$ cat src/rtl/in_feeder_if.sv
// Input-side bus of the in_feeder: per-port producer streams plus the processor read port.
// The producer/processor side holds the master modport and the feeder holds the slave modport.
interface in_feeder_if #(
  parameter int NBITS = 19,
  parameter int NPORT = 4,
  parameter int DEPTH = 4
) ();
  localparam int LW = $clog2(DEPTH) + 1;

  logic [NPORT*NBITS-1:0] s_data;
  logic [NPORT-1:0]       s_valid;
  logic [NPORT-1:0]       s_ready;
  logic [NPORT-1:0]       req_in;
  logic [NBITS-1:0]       io_in;
  logic [NPORT-1:0]       underflow;
  logic                   sel_err;
  logic                   clr;
  logic [NPORT*LW-1:0]    level;

  modport master (
    output s_data, s_valid, req_in, clr,
    input  s_ready, io_in, underflow, sel_err, level
  );

  modport slave (
    input  s_data, s_valid, req_in, clr,
    output s_ready, io_in, underflow, sel_err, level
  );
endinterface

$ cat src/rtl/in_feeder.sv
// Per-port sample FIFOs feeding a zero-latency processor read port.
// Each port is one in_feeder_lane; the top only decodes req_in and muxes the read data.
module in_feeder_lane #(
  parameter int NBITS = 19,
  parameter int DEPTH = 4,
  localparam int AW = $clog2(DEPTH),
  localparam int LW = AW + 1
) (
  input  logic             clk,
  input  logic             rst,
  input  logic [NBITS-1:0] wr_data,
  input  logic             wr_valid,
  output logic             wr_ready,
  input  logic             rd,
  input  logic             clr,
  output logic [NBITS-1:0] rd_data,
  output logic             underflow,
  output logic [LW-1:0]    level
);
  logic [NBITS-1:0] mem [DEPTH];
  logic [AW-1:0]    wr_ptr, rd_ptr;
  logic [LW-1:0]    count;
  logic [NBITS-1:0] last;
  logic             empty, push, pop;

  assign empty     = (count == '0);
  assign wr_ready  = (count != LW'(DEPTH));
  assign push      = wr_valid & wr_ready;
  // a push landing this cycle is not visible to a read in the same cycle
  assign pop       = rd & ~empty;
  assign rd_data   = empty ? last : mem[rd_ptr];
  assign level     = count;

  always_ff @(posedge clk or posedge rst) begin
    if (rst) begin
      wr_ptr    <= '0;
      rd_ptr    <= '0;
      count     <= '0;
      last      <= '0;
      underflow <= 1'b0;
    end else begin
      if (push) wr_ptr <= wr_ptr + AW'(1);
      if (pop) begin
        rd_ptr <= rd_ptr + AW'(1);
        last   <= mem[rd_ptr];
      end
      count <= count + LW'(push) - LW'(pop);
      if (rd && empty) underflow <= 1'b1;
      else if (clr)    underflow <= 1'b0;
    end
  end

  // storage needs no reset: count gates every read of it
  always_ff @(posedge clk) begin
    if (push) mem[wr_ptr] <= wr_data;
  end
endmodule

module in_feeder #(
  parameter int NBITS = 19,
  parameter int NPORT = 4,
  parameter int DEPTH = 4
) (
  input logic        clk,
  input logic        rst,
  in_feeder_if.slave bus
);
  localparam int LW = $clog2(DEPTH) + 1;

  logic                        req_any, req_onehot, req_multi;
  logic [NPORT-1:0]            rd;
  logic [NPORT-1:0][NBITS-1:0] lane_data;
  logic                        sel_err_q;

  assign req_any    = (bus.req_in != '0);
  assign req_onehot = req_any && ((bus.req_in & (bus.req_in - NPORT'(1))) == '0);
  assign req_multi  = req_any && !req_onehot;
  // an illegal multi-bit select reads nothing and pops nothing
  assign rd         = req_onehot ? bus.req_in : '0;

  for (genvar g = 0; g < NPORT; g++) begin : g_lane
    in_feeder_lane #(.NBITS(NBITS), .DEPTH(DEPTH)) u_lane (
      .clk       (clk),
      .rst       (rst),
      .wr_data   (bus.s_data[g*NBITS +: NBITS]),
      .wr_valid  (bus.s_valid[g]),
      .wr_ready  (bus.s_ready[g]),
      .rd        (rd[g]),
      .clr       (bus.clr),
      .rd_data   (lane_data[g]),
      .underflow (bus.underflow[g]),
      .level     (bus.level[g*LW +: LW])
    );
  end

  always_comb begin
    bus.io_in = '0;
    for (int k = 0; k < NPORT; k++)
      if (rd[k]) bus.io_in = bus.io_in | lane_data[k];
  end

  always_ff @(posedge clk or posedge rst) begin
    if (rst)            sel_err_q <= 1'b0;
    else if (req_multi) sel_err_q <= 1'b1;
    else if (bus.clr)   sel_err_q <= 1'b0;
  end

  assign bus.sel_err = sel_err_q;
endmodule

$ cat src/flat_wrapper.sv
// flat-port wrapper written by rule: the top's interface ports become plain ports
module in_feeder_flat 
#(
  parameter int NBITS = 19,
  parameter int NPORT = 4,
  parameter int DEPTH = 4
)
  (clk, rst, bus_s_data, bus_s_valid, bus_req_in, bus_clr, bus_s_ready, bus_io_in, bus_underflow, bus_sel_err, bus_level);
  in_feeder_if #(.NBITS(NBITS), .NPORT(NPORT), .DEPTH(DEPTH)) bus_i ();
  input logic clk;
  input logic rst;
  input wire logic [$bits(bus_i.s_data)-1:0] bus_s_data;
  input wire logic [$bits(bus_i.s_valid)-1:0] bus_s_valid;
  input wire logic [$bits(bus_i.req_in)-1:0] bus_req_in;
  input wire logic [$bits(bus_i.clr)-1:0] bus_clr;
  output wire logic [$bits(bus_i.s_ready)-1:0] bus_s_ready;
  output wire logic [$bits(bus_i.io_in)-1:0] bus_io_in;
  output wire logic [$bits(bus_i.underflow)-1:0] bus_underflow;
  output wire logic [$bits(bus_i.sel_err)-1:0] bus_sel_err;
  output wire logic [$bits(bus_i.level)-1:0] bus_level;
  assign bus_i.s_data = bus_s_data;
  assign bus_i.s_valid = bus_s_valid;
  assign bus_i.req_in = bus_req_in;
  assign bus_i.clr = bus_clr;
  assign bus_s_ready = bus_i.s_ready;
  assign bus_io_in = bus_i.io_in;
  assign bus_underflow = bus_i.underflow;
  assign bus_sel_err = bus_i.sel_err;
  assign bus_level = bus_i.level;
  in_feeder #(.NBITS(NBITS), .NPORT(NPORT), .DEPTH(DEPTH)) u_core (.clk(clk), .rst(rst), .bus(bus_i));
endmodule
$ cat config.mk
export PLATFORM = sky130hd
export DESIGN_NAME = in_feeder_flat
export DESIGN_NICKNAME = d
export VERILOG_FILES = /design/src/rtl/in_feeder_if.sv /design/src/rtl/in_feeder.sv /design/src/flat_wrapper.sv
export SDC_FILE = /design/constraint.sdc
export NUM_CORES = 1
export LEC_CHECK = 0
export CELL_PAD_IN_SITES_DETAIL_PLACEMENT = 1
export CELL_PAD_IN_SITES_GLOBAL_PLACEMENT = 1
export CORE_MARGIN = 2
export CORE_UTILIZATION = 50
export CTS_CLUSTER_DIAMETER = 80
export DETAILED_ROUTE_END_ITERATION = 10
export PLACE_DENSITY = 0.82
export SETUP_SLACK_MARGIN = 0.3
export SLEW_MARGIN = 20
export SYNTH_ARGS = -nofsm -noshare
export SYNTH_HDL_FRONTEND = slang
export SYNTH_SLANG_ARGS = --single-unit
$ cat constraint.sdc
create_clock -name clk -period 6.11 [get_ports clk]
set_clock_uncertainty 0.15 [all_clocks]
set_input_delay 1.833 -clock clk [delete_from_list [all_inputs] [get_ports clk]]
set_output_delay 1.833 -clock clk [all_outputs]
set_load 0.01 [all_outputs]
Word-level counts from Yosys, hierarchy flattened --
Memory sizes are Yosys's and may differ from the RTL's. Cells that the tools add are included.
Word-level totals: flip-flop bits (word level) 109, memory bits (writable) 304, output and inout bits 40, word-level logic and storage cells 103, memories kept 4
Operators by class: add/subtract/negate cells 17, equal/unequal tests 4, muxes and demuxes 23, bitwise logic cells 16, reductions and logical operators 18
Memory list:
- u_core.g_lane[0].u_lane.mem | depth 4, width 19, read ports 1, clocked after memory_dff 0, wr ports 1, RTL line in_feeder.sv:20 | logic [NBITS-1:0] mem [DEPTH];
- u_core.g_lane[1].u_lane.mem | depth 4, width 19, read ports 1, clocked after memory_dff 0, wr ports 1, RTL line in_feeder.sv:20
- u_core.g_lane[2].u_lane.mem | depth 4, width 19, read ports 1, clocked after memory_dff 0, wr ports 1, RTL line in_feeder.sv:20
- u_core.g_lane[3].u_lane.mem | depth 4, width 19, read ports 1, clocked after memory_dff 0, wr ports 1, RTL line in_feeder.sv:20
Operator list (count):
- two-way mux 19 bit | 8
- bitwise OR 19 bit | 3
- adder 2 x 1 -> 2 bit (second input constant) | 8
- two-way mux 1 bit | 14
- adder 3 x 1 -> 3 bit | 4
- zero test 3 bit | 4
- != test 3 bit (second input constant) | 4
- subtractor 3 x 1 -> 3 bit | 4
- nonzero test 2 bit | 5
- bitwise AND 1 bit | 8
- logical AND 1 bit | 6
- bitwise AND 4 bit | 1
- zero test 4 bit | 1
- two-way mux 4 bit | 1
- inverter 1 bit | 4
- nonzero test 4 bit | 1
- subtractor 4 x 1 -> 4 bit (second input constant) | 1
- zero test 1 bit | 1

Longest topological paths before layout --
depth in word-level cells 12, mapped depth 11

Modules after synthesis --
Synthesis repeated with hierarchy kept, for this count alone.
Unflattened totals: cells, all modules 883, area total of the unflattened synthesis 17083.9 sq um
By module, submodules not included:
- in_feeder_lane | times used 4, cells an instance 200, area each 4122.7 sq um
- in_feeder | times used 1, cells an instance 83, area each 593.1 sq um

Worst setup path before layout --
OpenSTA, ideal clock, no wires.
path kind input -> output, start in bus_req_in[1], end out bus_io_in[10], data arrival time 2.983 ns, data required time 4.127 ns, slack 1.144 ns, stages on the path 4, cell sequence or4b_4 > buf_2 > buf_2 > o211ai_1
Between the ends: cells in the longest elaborated chain, start to end 12
RTL lines:
- start, declared | RTL line flat_wrapper.sv:14 | input wire logic [$bits(bus_i.req_in)-1:0] bus_req_in;
- subtractor 4 x 1 -> 4 bit | RTL line in_feeder.sv:76 | assign req_onehot = req_any && ((bus.req_in & (bus.req_in - NPORT'(1))) == '0);
- bitwise AND 4 bit | RTL line in_feeder.sv:76
- zero test 4 bit | RTL line in_feeder.sv:76
- logical AND 1 bit | RTL line in_feeder.sv:76
- two-way mux 4 bit * | RTL line in_feeder.sv:79 | assign rd = req_onehot ? bus.req_in : '0;
- two-way mux 19 bit | RTL line in_feeder.sv:99 | if (rd[k]) bus.io_in = bus.io_in | lane_data[k];
- bitwise OR 19 bit | RTL line in_feeder.sv:99
- two-way mux 19 bit | RTL line in_feeder.sv:99
- bitwise OR 19 bit | RTL line in_feeder.sv:99
- two-way mux 19 bit | RTL line in_feeder.sv:99
- bitwise OR 19 bit | RTL line in_feeder.sv:99
- two-way mux 19 bit * | RTL line in_feeder.sv:99
- end, declared | RTL line flat_wrapper.sv:17 | output wire logic [$bits(bus_i.io_in)-1:0] bus_io_in;
Every way passes the cells marked *; elsewhere a longest branch is shown, timed or not.

Worst setup path in the final report --
start in bus_req_in[0], end out bus_io_in[6]
Same word-level chain as after synthesis.

==> results.json <==
{
  "outcome": "completed",
  "sw_frac_of_total": 0.305,
  "drc": 0,
  "drive_gt1_frac": 0.206,
  "preCtsSetupSlack_ns": -0.138,
  "clk_path_buf_depth": 3,
  "holdWs_ns": 0.332,
  "setup_viol": 0,
  "syn_to_final_growth_pct": 20.8,
  "worstPathArrival_ns": 3.76,
  "cts_tree": "built",
  "dpl_cell_area_sq_um": 18500,
  "path_class": "in -> out",
  "finalHoldViolations": 0,
  "grt_usage": 0.254,
  "slowest_stage": "a222oi_1",
  "r2r_start": "u_core.g_lane[0].u_lane.level[1]",
  "p_clk_frac": 0.284,
  "max_stage_delay_ns": 0.48,
  "syn_area_per_cell_sq_um": 18.3,
  "ys_seq_elements": 413,
  "stdcell_area_sq_um": 20000,
  "core_area_sq_um": 32500,
  "rsz0062_at_grt": "false",
  "rows": 66,
  "p_leak_nw": 7.78,
  "max_clock_freq_ghz": 0.174,
  "netlist_instances": 903,
  "wl_per_cell_um": 27.4,
  "grt_max_degree": 64,
  "slew_viol_final": 0,
  "synth-main-ff-cell": "edfxtp_1",
  "grt_overflow": 0,
  "initial_core_util": 0.507,
  "cp.required_ns": 4.13,
  "power_density_nw_per_um2": 475,
  "period_share": 0.939,
  "rr_endpoint": "u_core.g_lane[0].u_lane.level[2]",
  "hold_path_depth": 1,
  "cp-start-kind": "input pin",
  "numCtsBuffers": 44,
  "clk_latency_ns": 0.54,
  "grt_pass1_wl_mm": 64.2,
  "ant_nets": 0,
  "first_global_vias": 10214,
  "end_kind": "output pin",
  "cp_max_fo": 8,
  "synth_edf_count": 304,
  "die_h_um": 186,
  "placed_cells": 1469,
  "routed_wl_mm": 42.5,
  "hold_start": "u_core.g_lane[0].u_lane.last[7]",
  "hold_buffers": 0,
  "cap_violations": 0,
  "rr_worst_depth": 11,
  "fp.dieW_um": 186,
  "num-nets-final": 1189,
  "cts_sinks": 413,
  "post-route-util": 0.613,
  "fin_ws_ns": 0.370,
  "p_seq_frac": 0.463,
  "syn-cell-area_sq_um": 16500,
  "power_mw": 9.47,
  "ys_types": 41,
  "min_path_type": "reg -> reg",
  "p_int_mw": 6.58,
  "hold_end": "u_core.g_lane[0].u_lane.last[7]",
  "dr.pass1.iters": 8,
  "worst-slew-pin-transition_ns": 1.09,
  "setup-tns-final_ns": 0,
  "async_reset_ff_frac": 0.264,
  "port-buffer-count": 126,
  "ir_worst_vdd_mv": 0.249,
  "p_switching_mw": 2.89,
  "min_period_ns": 5.74,
  "slew_headroom": 0.273,
  "first_iter_violations": 912,
  "yosys_warnings": 0,
  "rrSetupSlack_ns": 2.87,
  "path_cells": "clkbuf_2, nor4b_2, buf_4, nor2b_2, buf_6, a222oi_1, o211ai_1, buf_2",
  "fin_cells": 1552,
  "vias": 9254,
  "path_clk_slew_ns": 0.06,
  "drt-vias-per-instance": 5.96,
  "htreeDepth": 2,
  "yosysSeqAreaShare": 0.718,
  "gp_congestion": 0.853,
  "ioPinCount": 127,
  "antenna_found_initial": 3,
  "die_area_sq_um": 34500,
  "post-dp-hpwl_mm": 28.0,
  "root_buffer": "clkbuf_16",
  "synth_nets": 1018,
  "power_frac_comb": 0.253
}
sequential cells by signal (all words and copies together), names as in the netlist:
signal,flops
u_core.g_lane.u_lane.mem,304
u_core.g_lane.u_lane.underflow,4
u_core.g_lane.u_lane.wr_ptr,8
u_core.g_lane.u_lane.last,76
u_core.g_lane.u_lane.level,12
u_core.bus.sel_err,1
u_core.g_lane.u_lane.rd_ptr,8
final cells by class:
class                      count  area, sq um
fill                        2883        12600
sequential                   413        11900
multi-input combinational    409         4300
timing repair buffer         178         1670
clock buffer                  61         1280
tap                          442          553
clock inverter                20          184
inverter                      28          108
antenna                        1         2.50
layout by cell type, fill, tap and decap left out, drive strengths merged, types with 7 or more instances in the layout:
master	count
edfxtp	304
dfrtp	109
clkdlybuf4s50	103
mux4	76
and3	66
clkbuf	65
buf	53
a21o	50
nand2	42
inv	32
ha	24
mux2	20
xnor2	19
a222oi	19
nor3	17
mux2i	16
o211ai	15
dlygate4sd2	15
clkinv	11
nand3	9
nor2	7
power by group through the flow:
stage	combinational [mW]	sequential [mW]	clock (mW)
after floorplan	1.65	4.12	0
after global placement	2.28	4.33	0
after detailed placement	2.40	4.41	0
after CTS	2.42	4.38	2.72
after global routing	2.56	4.46	2.82
final	2.39	4.38	2.69
cell usage after synthesis, types with 3 or more instances:
cell type | number | area share
and3_1 | 66 | 0.025
a21o_1 | 50 | 0.023
inv_1 | 27 | 0.0061
dfrtp_1 | 109 | 0.17
o21ai_0 | 3 | 0.00091
buf_4 | 10 | 0.0045
o211ai_1 | 15 | 0.0068
nor4b_1 | 3 | 0.0016
nand2_1 | 42 | 0.0095
mux4_2 | 75 | 0.10
fa_1 | 4 | 0.0048
nor3_1 | 16 | 0.0048
nand3_1 | 9 | 0.0027
mux2_2 | 17 | 0.012
buf_6 | 4 | 0.0027
xnor2_1 | 19 | 0.010
buf_2 | 19 | 0.0058
ha_1 | 24 | 0.018
nand4_1 | 3 | 0.0011
nor2_1 | 6 | 0.0014
mux2i_1 | 16 | 0.0097
clkbuf_1 | 18 | 0.0041
and2_1 | 3 | 0.0011
a222oi_1 | 19 | 0.012
edfxtp_1 | 304 | 0.55
or3_1 | 3 | 0.0011
mux2_1 | 3 | 0.0020
what timing repair did:
| item | CTS | global route |
|---|---|---|
| resized for setup | 30 | 11 |
| setup buffers | 0 | 1 |
| endpoints found under the setup margin | 19 | 18 |
| pin swaps | 16 | 5 |
kinds of logic after synthesis:
group,synth area share
buffers and inverters,0.0241
adder cells (fa/ha/maj),0.0236
XOR/XNOR,0.0106
AND/OR/NAND/NOR,0.0528
multiplexers,0.127
AO/OA/AOI/OAI,0.0436
flip-flops,0.718
how the worst max path moves through the flow:
stage / startpoint / endpoint / slack, ns / cells past startpoint
final: bus_req_in[0] / bus_io_in[6] / 0.37 / 8
after global routing: bus_req_in[0] / bus_io_in[6] / 0.34 / 8
after CTS: bus_req_in[0] / bus_io_in[6] / 0.15 / 8
after detailed placement: bus_req_in[3] / bus_io_in[6] / -0.14 / 8
after global placement: bus_req_in[0] / bus_io_in[18] / -0.04 / 8
after floorplan: bus_req_in[1] / bus_io_in[10] / 1.14 / 4
metal layers:
layer	wire [um]	part of all wire	vias up	track usage
met5	25	0.00059	-	0
met4	1510	0.036	4	0.0970
met3	2410	0.057	91	0.0419
met2	21400	0.50	390	0.422
met1	17200	0.40	4852	0.341
li1	-	-	3917	-
critical path, delay by kind of cell:
family	cells	cell delay, ns
buffers and inverters	4	0.75
AOI/OAI and AO/OA	2	0.82
and+or+nand+nor	2	0.36
(Power assumes the default switching activity.)
